**src/rtl/issue_scoreboard.sv**
```systemverilog
// issue_scoreboard: decode/issue hazard, forwarding and long-latency scoreboard.
// Resolves both source operands from NUM_FWD ordered bypass slots, the
// long-latency writeback port or the register file, and raises one issue
// stall for RAW, WAW and capacity hazards.
// Build option: define ORION_FWD_EN to enable operand bypassing. Without it,
// operands always come from the register file and any in-flight producer of
// a used source stalls issue.

module issue_scoreboard #(
    parameter int XLEN     = 32,
    parameter int NUM_FWD  = 2,
    parameter int MAX_LONG = 4
) (
    input  logic                    clk_i,
    input  logic                    rst_i,
    input  logic                    flush_i,
    input  logic                    id_valid_i,
    input  logic [4:0]              rs1_s_i,
    input  logic [4:0]              rs2_s_i,
    input  logic                    rs1_used_i,
    input  logic                    rs2_used_i,
    input  logic [4:0]              rd_s_i,
    input  logic                    rd_we_i,
    input  logic                    long_lat_i,
    input  logic [XLEN-1:0]         rs1_rf_i,
    input  logic [XLEN-1:0]         rs2_rf_i,
    input  logic [NUM_FWD-1:0]      fwd_valid_i,
    input  logic [5*NUM_FWD-1:0]    fwd_rd_s_i,
    input  logic [NUM_FWD-1:0]      fwd_rdy_i,
    input  logic [XLEN*NUM_FWD-1:0] fwd_rd_v_i,
    input  logic                    lwb_valid_i,
    input  logic [4:0]              lwb_rd_s_i,
    input  logic [XLEN-1:0]         lwb_rd_v_i,
    output logic                    issue_stall_o,
    output logic                    issue_fire_o,
    output logic [XLEN-1:0]         rs1_v_o,
    output logic [XLEN-1:0]         rs2_v_o,
    output logic [$clog2(MAX_LONG+1)-1:0] inflight_o
);

    localparam int CW = $clog2(MAX_LONG + 1);

    // Result of searching the bypass slots for one source index.
    typedef struct packed {
        logic            hit;
        logic            rdy;
        logic [XLEN-1:0] val;
    } fwd_res_t;

    // Youngest matching slot wins: scan from oldest to youngest so the
    // lowest index is written last.
    function automatic fwd_res_t fwd_lookup(
        input logic [4:0]              rs,
        input logic [NUM_FWD-1:0]      valid,
        input logic [5*NUM_FWD-1:0]    rd_s,
        input logic [NUM_FWD-1:0]      rdy,
        input logic [XLEN*NUM_FWD-1:0] rd_v
    );
        fwd_res_t res;
        res.hit = 1'b0;
        res.rdy = 1'b0;
        res.val = '0;
        for (int i = NUM_FWD - 1; i >= 0; i--) begin
            if (valid[i] && (rd_s[5*i +: 5] == rs)) begin
                res.hit = 1'b1;
                res.rdy = rdy[i];
                res.val = rd_v[XLEN*i +: XLEN];
            end else begin
                res = res;
            end
        end
        return res;
    endfunction

    logic [31:1]   pending_r;
    logic [31:1]   pending_nxt_s;
    logic [CW-1:0] inflight_r;
    logic [CW-1:0] inflight_nxt_s;

    logic [31:0]   pending_full_s;
    fwd_res_t      rs1_fwd_s;
    fwd_res_t      rs2_fwd_s;
    logic          rs1_nz_s;
    logic          rs2_nz_s;
    logic          rd_nz_s;
    logic          rs1_lwb_s;
    logic          rs2_lwb_s;
    logic          rs1_pend_s;
    logic          rs2_pend_s;
    logic          rs1_haz_s;
    logic          rs2_haz_s;
    logic          waw_s;
    logic          cap_s;
    logic          stall_s;
    logic          fire_s;
    logic          set_en_s;
    logic          clr_en_s;
    logic          dec_en_s;

    assign pending_full_s = {pending_r, 1'b0};
    assign rs1_nz_s       = (rs1_s_i != 5'd0);
    assign rs2_nz_s       = (rs2_s_i != 5'd0);
    assign rd_nz_s        = (rd_s_i != 5'd0);

    // Per-operand match against bypass slots, writeback port and scoreboard.
    always_comb begin
        rs1_fwd_s  = fwd_lookup(rs1_s_i, fwd_valid_i, fwd_rd_s_i, fwd_rdy_i, fwd_rd_v_i);
        rs2_fwd_s  = fwd_lookup(rs2_s_i, fwd_valid_i, fwd_rd_s_i, fwd_rdy_i, fwd_rd_v_i);
        rs1_lwb_s  = lwb_valid_i && (lwb_rd_s_i == rs1_s_i) && rs1_nz_s;
        rs2_lwb_s  = lwb_valid_i && (lwb_rd_s_i == rs2_s_i) && rs2_nz_s;
        rs1_pend_s = pending_full_s[rs1_s_i];
        rs2_pend_s = pending_full_s[rs2_s_i];
    end

`ifdef ORION_FWD_EN
    // Operand mux: youngest bypass slot, then long writeback, then regfile.
    always_comb begin
        rs1_v_o = rs1_rf_i;
        rs2_v_o = rs2_rf_i;
        if (rs1_nz_s && rs1_fwd_s.hit) begin
            rs1_v_o = rs1_fwd_s.val;
        end else if (rs1_lwb_s) begin
            rs1_v_o = lwb_rd_v_i;
        end else begin
            rs1_v_o = rs1_rf_i;
        end
        if (rs2_nz_s && rs2_fwd_s.hit) begin
            rs2_v_o = rs2_fwd_s.val;
        end else if (rs2_lwb_s) begin
            rs2_v_o = lwb_rd_v_i;
        end else begin
            rs2_v_o = rs2_rf_i;
        end
    end

    // RAW hazards: winning slot not ready yet, or still pending without lwb.
    always_comb begin
        rs1_haz_s = rs1_used_i && rs1_nz_s &&
                    ((rs1_fwd_s.hit && !rs1_fwd_s.rdy) || (rs1_pend_s && !rs1_lwb_s));
        rs2_haz_s = rs2_used_i && rs2_nz_s &&
                    ((rs2_fwd_s.hit && !rs2_fwd_s.rdy) || (rs2_pend_s && !rs2_lwb_s));
    end
`else
    logic unused_fwd_s;
    assign unused_fwd_s = ^{rs1_fwd_s.val, rs1_fwd_s.rdy, rs2_fwd_s.val, rs2_fwd_s.rdy, lwb_rd_v_i};

    // Without bypassing the register file is the only operand source.
    always_comb begin
        rs1_v_o = rs1_rf_i;
        rs2_v_o = rs2_rf_i;
    end

    // RAW hazards: any producer still in flight holds issue until it retires.
    always_comb begin
        rs1_haz_s = rs1_used_i && rs1_nz_s && (rs1_fwd_s.hit || rs1_lwb_s || rs1_pend_s);
        rs2_haz_s = rs2_used_i && rs2_nz_s && (rs2_fwd_s.hit || rs2_lwb_s || rs2_pend_s);
    end
`endif

    // Combine hazards into the single stall and derive the fire strobe.
    always_comb begin
        waw_s   = rd_we_i && rd_nz_s && pending_full_s[rd_s_i];
        cap_s   = long_lat_i && rd_we_i && (inflight_r == CW'(MAX_LONG)) && !lwb_valid_i;
        stall_s = id_valid_i && (rs1_haz_s || rs2_haz_s || waw_s || cap_s);
        fire_s  = id_valid_i && !flush_i && !stall_s;
    end

    assign issue_stall_o = stall_s;
    assign issue_fire_o  = fire_s;
    assign inflight_o    = inflight_r;

    // Scoreboard next state: set on long-op issue, clear on long writeback.
    always_comb begin
        pending_nxt_s  = pending_r;
        inflight_nxt_s = inflight_r;
        set_en_s       = fire_s && long_lat_i && rd_we_i && rd_nz_s;
        clr_en_s       = lwb_valid_i && (lwb_rd_s_i != 5'd0);
        dec_en_s       = clr_en_s && (inflight_r != '0);
        if (clr_en_s) begin
            pending_nxt_s[lwb_rd_s_i] = 1'b0;
        end else begin
            pending_nxt_s = pending_nxt_s;
        end
        if (set_en_s) begin
            pending_nxt_s[rd_s_i] = 1'b1;
        end else begin
            pending_nxt_s = pending_nxt_s;
        end
        case ({set_en_s, dec_en_s})
            2'b10:   inflight_nxt_s = inflight_r + CW'(1);
            2'b01:   inflight_nxt_s = inflight_r - CW'(1);
            default: inflight_nxt_s = inflight_r;
        endcase
    end

    // Scoreboard state register with synchronous reset.
    always_ff @(posedge clk_i) begin
        if (rst_i) begin
            pending_r  <= '0;
            inflight_r <= '0;
        end else begin
            pending_r  <= pending_nxt_s;
            inflight_r <= inflight_nxt_s;
        end
    end

    issue_scoreboard_chk #(
        .MAX_LONG (MAX_LONG),
        .CW       (CW)
    ) u_chk (
        .clk_i       (clk_i),
        .rst_i       (rst_i),
        .lwb_valid_i (lwb_valid_i),
        .lwb_rd_s_i  (lwb_rd_s_i),
        .inflight    (inflight_r)
    );

endmodule

// Protocol checks for the long-latency writeback interface.
module issue_scoreboard_chk #(
    parameter int MAX_LONG = 4,
    parameter int CW       = 3
) (
    input logic          clk_i,
    input logic          rst_i,
    input logic          lwb_valid_i,
    input logic [4:0]    lwb_rd_s_i,
    input logic [CW-1:0] inflight
);

    // A writeback must always have an outstanding long op to retire.
    lwb_has_owner: assert property (@(posedge clk_i) disable iff (rst_i)
        (lwb_valid_i && (lwb_rd_s_i != 5'd0)) |-> (inflight != '0));

    // The outstanding count never exceeds the configured capacity.
    inflight_bound: assert property (@(posedge clk_i) disable iff (rst_i)
        (inflight <= CW'(MAX_LONG)));

endmodule

```
**config.mk**
```make
export PLATFORM = sky130hd
export DESIGN_NAME = issue_scoreboard
export DESIGN_NICKNAME = d
export VERILOG_FILES = /design/src/rtl/issue_scoreboard.sv
export SDC_FILE = /design/constraint.sdc
export NUM_CORES = 1
export LEC_CHECK = 0
export CAP_MARGIN = 15
export CORE_AREA = 2 2 106 108
export CTS_BUF_LIST = sky130_fd_sc_hd__clkbuf_16
export DETAILED_ROUTE_END_ITERATION = 8
export DIE_AREA = 0 0 108 110
export PLACE_DENSITY = 0.88
export SETUP_SLACK_MARGIN = 0.05
export SLEW_MARGIN = 15
export SYNTH_ARGS = -nofsm -noshare
export SYNTH_HDL_FRONTEND = slang
export SYNTH_SLANG_ARGS = --single-unit
```
**constraint.sdc**
```tcl
create_clock -name clk_i -period 6.3 [get_ports clk_i]
set_input_delay 1.89 -clock clk_i [delete_from_list [all_inputs] [get_ports clk_i]]
set_output_delay 1.89 -clock clk_i [all_outputs]
set_load 0.005 [all_outputs]
```
## Word-level counts from Yosys, hierarchy flattened

Cells that the tools add are included.

| word-level totals | value |
|---|---|
| flip-flop bits (word level) | 34 |
| input bits | 203 |
| output and inout bits | 69 |

| cells by class | value |
|---|---|
| add/sub/neg operators | 2 |
| order comparisons | 6 |
| equality and inequality tests | 9 |
| multiplexer cells | 17 |
| bitwise gates (word level) | 3 |
| reduce and logical (&&, ||, !) cells | 43 |

Operators with widths:

| cell | number |
|---|---|
| $mux W34 | 4 |
| $mux W31 | 2 |
| $and A31 B31 Y31 | 1 |
| $not A31 Y31 | 1 |
| $or A31 B31 Y31 | 1 |
| $eq A5 B5 Y1 | 6 |
| $logic_and A1 B1 Y1 | 27 |
| $lt A5 B6 Y1 const B | 4 |
| $reduce_bool A5 Y1 | 4 |
| $bmux W1 S5 | 3 |
| $demux W1 S5 | 2 |
| $ge A5 B1 Y1 const B | 2 |
| $logic_or A1 B1 Y1 | 7 |
| $pmux W3 S2 | 1 |
| $mux W1 | 5 |
| $add A3 B1 Y3 const B | 1 |
| $eq A3 B3 Y1 const B | 1 |
| $logic_not A1 Y1 | 3 |
| $reduce_bool A3 Y1 | 1 |
| $sub A3 B1 Y3 const B | 1 |
| $eq A2 B1 Y1 const B | 1 |
| $eq A2 B2 Y1 const B | 1 |
| $reduce_bool A2 Y1 | 1 |

## Depth between registers and ports, before layout

| depth | value |
|---|---|
| depth in word-level cells | 18 |
| gate-level depth with buffers | 15 |

## Least setup slack after synthesis

No wires, ideal clock.

| timing | value |
|---|---|
| path kind | input to output |
| start | in rs2_s_i[0] |
| end | out issue_stall_o |
| data arrival time | 3.647 ns |
| path slack | 0.763 ns |
| stages on the path | 10 |
| path through | buf_4 > buf_2 > xor2_1 > nor4_1 > nand3_2 > nand3_1 > a211oi_2 > o311ai_4 > buf_6 > o21a_1 |

| between the ends | value |
|---|---|
| longest elaborated chain between the ends | 11 |
| elaborated cells between the ends (all ways) | 20 |
| classes of those cells | eq/ne (3); mux (4); reduce/logical (13) |

RTL lines:

| element | line | text |
|---|---|---|
| from (decl) | 19 | `input logic [4:0] rs2_s_i,` |
| branches (longest 6 deep; another with $bmux W1 S5) | n/a |  |
| $logic_and A1 B1 Y1 (*) | 156 | `rs2_haz_s = rs2_used_i && rs2_nz_s && (rs2_fwd_s.hit \|\| rs2_lwb_s \|\| rs2_pend_s);` |
| $logic_or A1 B1 Y1 (*) (3 in a row) | 164 | `stall_s = id_valid_i && (rs1_haz_s \|\| rs2_haz_s \|\| waw_s \|\| cap_s);` |
| $logic_and A1 B1 Y1 (*) | 164 |  |
| to (decl) | 34 | `output logic issue_stall_o,` |

Every way passes the cells marked *. The select of a mux whose other input is x is not followed.

## Final worst setup path

| timing | value |
|---|---|
| start | in rs2_s_i[0] |
| end | out issue_fire_o |

| between the ends | value |
|---|---|
| longest elaborated chain between the ends | 13 |
| elaborated cells between the ends (all ways) | 22 |
| classes of those cells | eq/ne (3); mux (4); reduce/logical (15) |

RTL lines:

| element | line | text |
|---|---|---|
| branches (longest 6 deep; another with $bmux W1 S5) | n/a |  |
| $logic_and A1 B1 Y1 (*) | 156 |  |
| $logic_or A1 B1 Y1 (*) (3 in a row) | 164 |  |
| $logic_and A1 B1 Y1 (*) | 164 |  |
| $logic_not A1 Y1 (*) | 165 | `fire_s = id_valid_i && !flush_i && !stall_s;` |
| $logic_and A1 B1 Y1 (*) | 165 |  |
| to (decl) | 35 | `output logic issue_fire_o,` |

Marks and branches as above.

==> metrics.txt <==
hold path depth 2; CTS Hold Bufs 0; crit path time final 6.16 ns; R2R setup slack 2.53 ns; Worst Path Required 4.41 ns; area share of the largest cell type after synthesis 17.7%; routed len/inst 23.6 microns; row count 38; Seq pwr share 35.1%; largest net degree at the start of global routing 37; worst r2r path cells 15; antenna violations before repair 0; status complete, no violations; HP Class reg -> reg; Post-synth top flop dfxtp_1; Final Total Pwr 622 uW; Layout area overhead 10.7%; first-pass GRT wire length 19.6 mm; RR Endpoint inflight_o[2]; CTS Sinks 34; Final Hold Viols 0; Worst Path Max Fanout 12; DP Area 4050 sq um; DRT Pass-1 Iters 5; slew margin rel. 46.9%; Startpoint Class primary input; Synth Instances 427; Final WS setup 0.145 ns; HPWL after DPL 9.93 mm; CTS buffer count 5; Synth Warn # 0; DRT Wirelength 13.1 mm; Comb power frac 27.4%; ANT nets after route 0; Worst Hold Path EP inflight_o[2]; Layout fillers 1050; #FFs+latches synth 34; Chip Height 110 microns; Place WS -0.202 ns; die area 11900 sq um; Peak supply drop 84.0 uV; RSZ-0062 raised after global routing no; Synth area leader dfxtp_1; Cell Int Power 435 uW; Synth cell types 53; fin area 4250 sq um; final net count 619; MaxCap Viol Count 0; Async SR Flop Fraction 0%; vias in the first global route 3422; # DRC 0; # port buffers 45; Worst Setup End Kind output pin; max-slew violation total from the final report 0; reg-to-reg startpoint pending_r[15]; Sw Share 30.0%; hold_sp inflight_o[2]; Slew @ Worst Pin 0.785 ns; Mapped Nets 632; Root Buffer clkbuf_16; synthesized cell area 3830 sq um; Post-synth EDFFs 0; P_leak 1.54 nW; placer congestion estimate 0.932; Hold WS 0.528 ns; CTS tree done; All-Layer GR Usage 22.0%; Starting Density 35.8%; aggregate global routing overflow 0; clk buf depth 2; kind of critical path in -> out; clk_lat worst skew 0.28 ns; share of post-route cells with drive strength above 1 23.6%; # diodes 0; Worst Clk Skew 0.00515 ns; top cells by area, synth dfxtp_1 (18%), buf_4 (14%), o41ai_2 (12%); via count 3421; IO Pins 272; Final setup viols 0; syn_area_per_cell 8.98 sq um; fin crit share 97.7%; vias per cell 6.16; Switching Power 186 uW; CORE AREA 10700 sq um; CTS clock-pin slew for the worst setup and hold paths 0.06 ns; Peak Freq 162 MHz; power per standard cell area 146 nW/um^2; clock power share 37.5%; Critical Path AT 4.27 ns; htree depth 2; Die W 108 microns; Seq/Total Area, Yosys 17.7%; Iteration-0 DRC Markers 358
repair_timing:
item                                    in CTS  in global routing
endpoints found under the setup margin       2                  1
buffers inserted                             1                  1
gates resized for setup                     15                  4
pin swaps                                    3                  2
cloned                                       0                  0
stage by stage:
stage / util, % / TNS (ns) / cells
after floorplan: - / 0 / 427
after CTS: 39.5 / 0 / 554
after global routing: 39.7 / 0 / 555
after detailed placement: 37.9 / -0.350 / 545
after global placement: 37.9 / -0.185 / 545
final: 39.7 / 0 / 555
power groups by stage:
stage / clock network, mW / logic [mW] / registers, mW
5_1_grt: 0.244 / 0.182 / 0.218
3_5_place_dp: 0 / 0.162 / 0.223
2_1_floorplan: 0 / 0.132 / 0.223
4_1_cts: 0.231 / 0.167 / 0.218
6_report: 0.233 / 0.170 / 0.218
3_3_place_gp: 0 / 0.158 / 0.223
worst max-delay path by stage:
stage	start	end	slack, ns
3_5_place_dp	rs1_s_i[1]	issue_fire_o	-0.20
4_1_cts	rs2_s_i[0]	issue_fire_o	0.05
5_1_grt	rs2_s_i[0]	issue_fire_o	0.03
2_1_floorplan	rs2_s_i[0]	issue_stall_o	0.76
3_3_place_gp	rs1_s_i[1]	issue_fire_o	-0.1
6_report	rs2_s_i[0]	issue_fire_o	0.14
cell usage in the layout (no fill, tap or decap), types with 3 or more instances in the layout:
cell	count
mux2_1	3
inv_1	5
nor2_1	11
clkbuf_16	5
nor4_1	4
buf_4	29
dfxtp_1	34
buf_6	3
a221oi_1	3
mux4_2	12
nand2b_1	3
o21ai_0	18
xor2_1	16
o41ai_1	4
nand2_1	35
nor3b_1	7
nand3_1	9
dlygate4sd2_1	3
nand3b_1	21
o21ai_1	4
clkinv_1	3
a21oi_1	6
mux2i_1	18
o41ai_2	28
a22oi_1	3
nor3_1	3
xnor2_1	16
nand3_2	3
nand4_1	5
nor2b_1	23
clkdlybuf4s50_1	40
synthesized netlist by cell type, types with 2 or more instances:
cell / count
nand2_1: 35
buf_1: 2
and3_1: 2
nand2b_1: 3
buf_6: 5
mux4_2: 12
nor2b_1: 23
a21oi_1: 6
mux2i_1: 18
o41ai_1: 4
or4_1: 2
o21ai_1: 4
nand3_1: 10
xor2_1: 16
nor3b_1: 7
nand4b_1: 2
a31oi_1: 3
dfxtp_1: 34
nor3_1: 4
a2111oi_0: 2
o22ai_1: 2
clkbuf_1: 7
o41ai_2: 28
buf_2: 15
nor4b_1: 2
mux2_1: 3
nand3_2: 2
nor2_1: 11
xnor2_1: 16
a22oi_1: 3
or2_2: 2
buf_4: 71
inv_1: 5
o21ai_0: 18
nand3b_1: 21
nor4_1: 4
a221oi_1: 3
nand4_1: 5
metal layers:
metal	track usage, %	part of all wire [%]
met1	24.2	33
met2	32.9	40
met3	14.2	21
met4	11.2	5.2
met5	0	0
area by class of cell:
class	instances	area, sq um	share of cell area (%)
flip-flops and latches	34	681	16.0
clock buffers	5	125	2.95
multi-input cells	288	2490	58.7
inverters	5	18.8	0.442
clock inverters	3	11.3	0.265
well taps	140	175	4.12
repair buffers	80	743	17.5
critical path, stage by stage:
cell and delay [ns]:
clkdlybuf4s50_1 0.47, buf_6 0.14, buf_8 0.16, nor2b_1 0.06, a2111oi_1 0.38, o22ai_2 0.17, a211oi_2 0.32, o311ai_4 0.15
buf_4 0.19, nor3_2 0.18, clkbuf_2 0.14
state kept, by name (all words and copies together) (netlist names):
name	flops
inflight_o	3
pending_r	31
logic make-up (layout without fill, tap and decap cells):
group / Yosys count / in the layout / synth area share, %
AO/OA/AOI/OAI: 80 / 80 / 21.4
XOR/XNOR: 32 / 32 / 7.31
buffers and inverters: 105 / 93 / 18.7
multiplexers: 33 / 33 / 12.6
flip-flops: 34 / 34 / 17.7
adder cells (fa/ha/maj): 2 / 2 / 0.848
AND/OR/NAND/NOR: 141 / 141 / 21.4
Power figures use the tool's default switching activity.
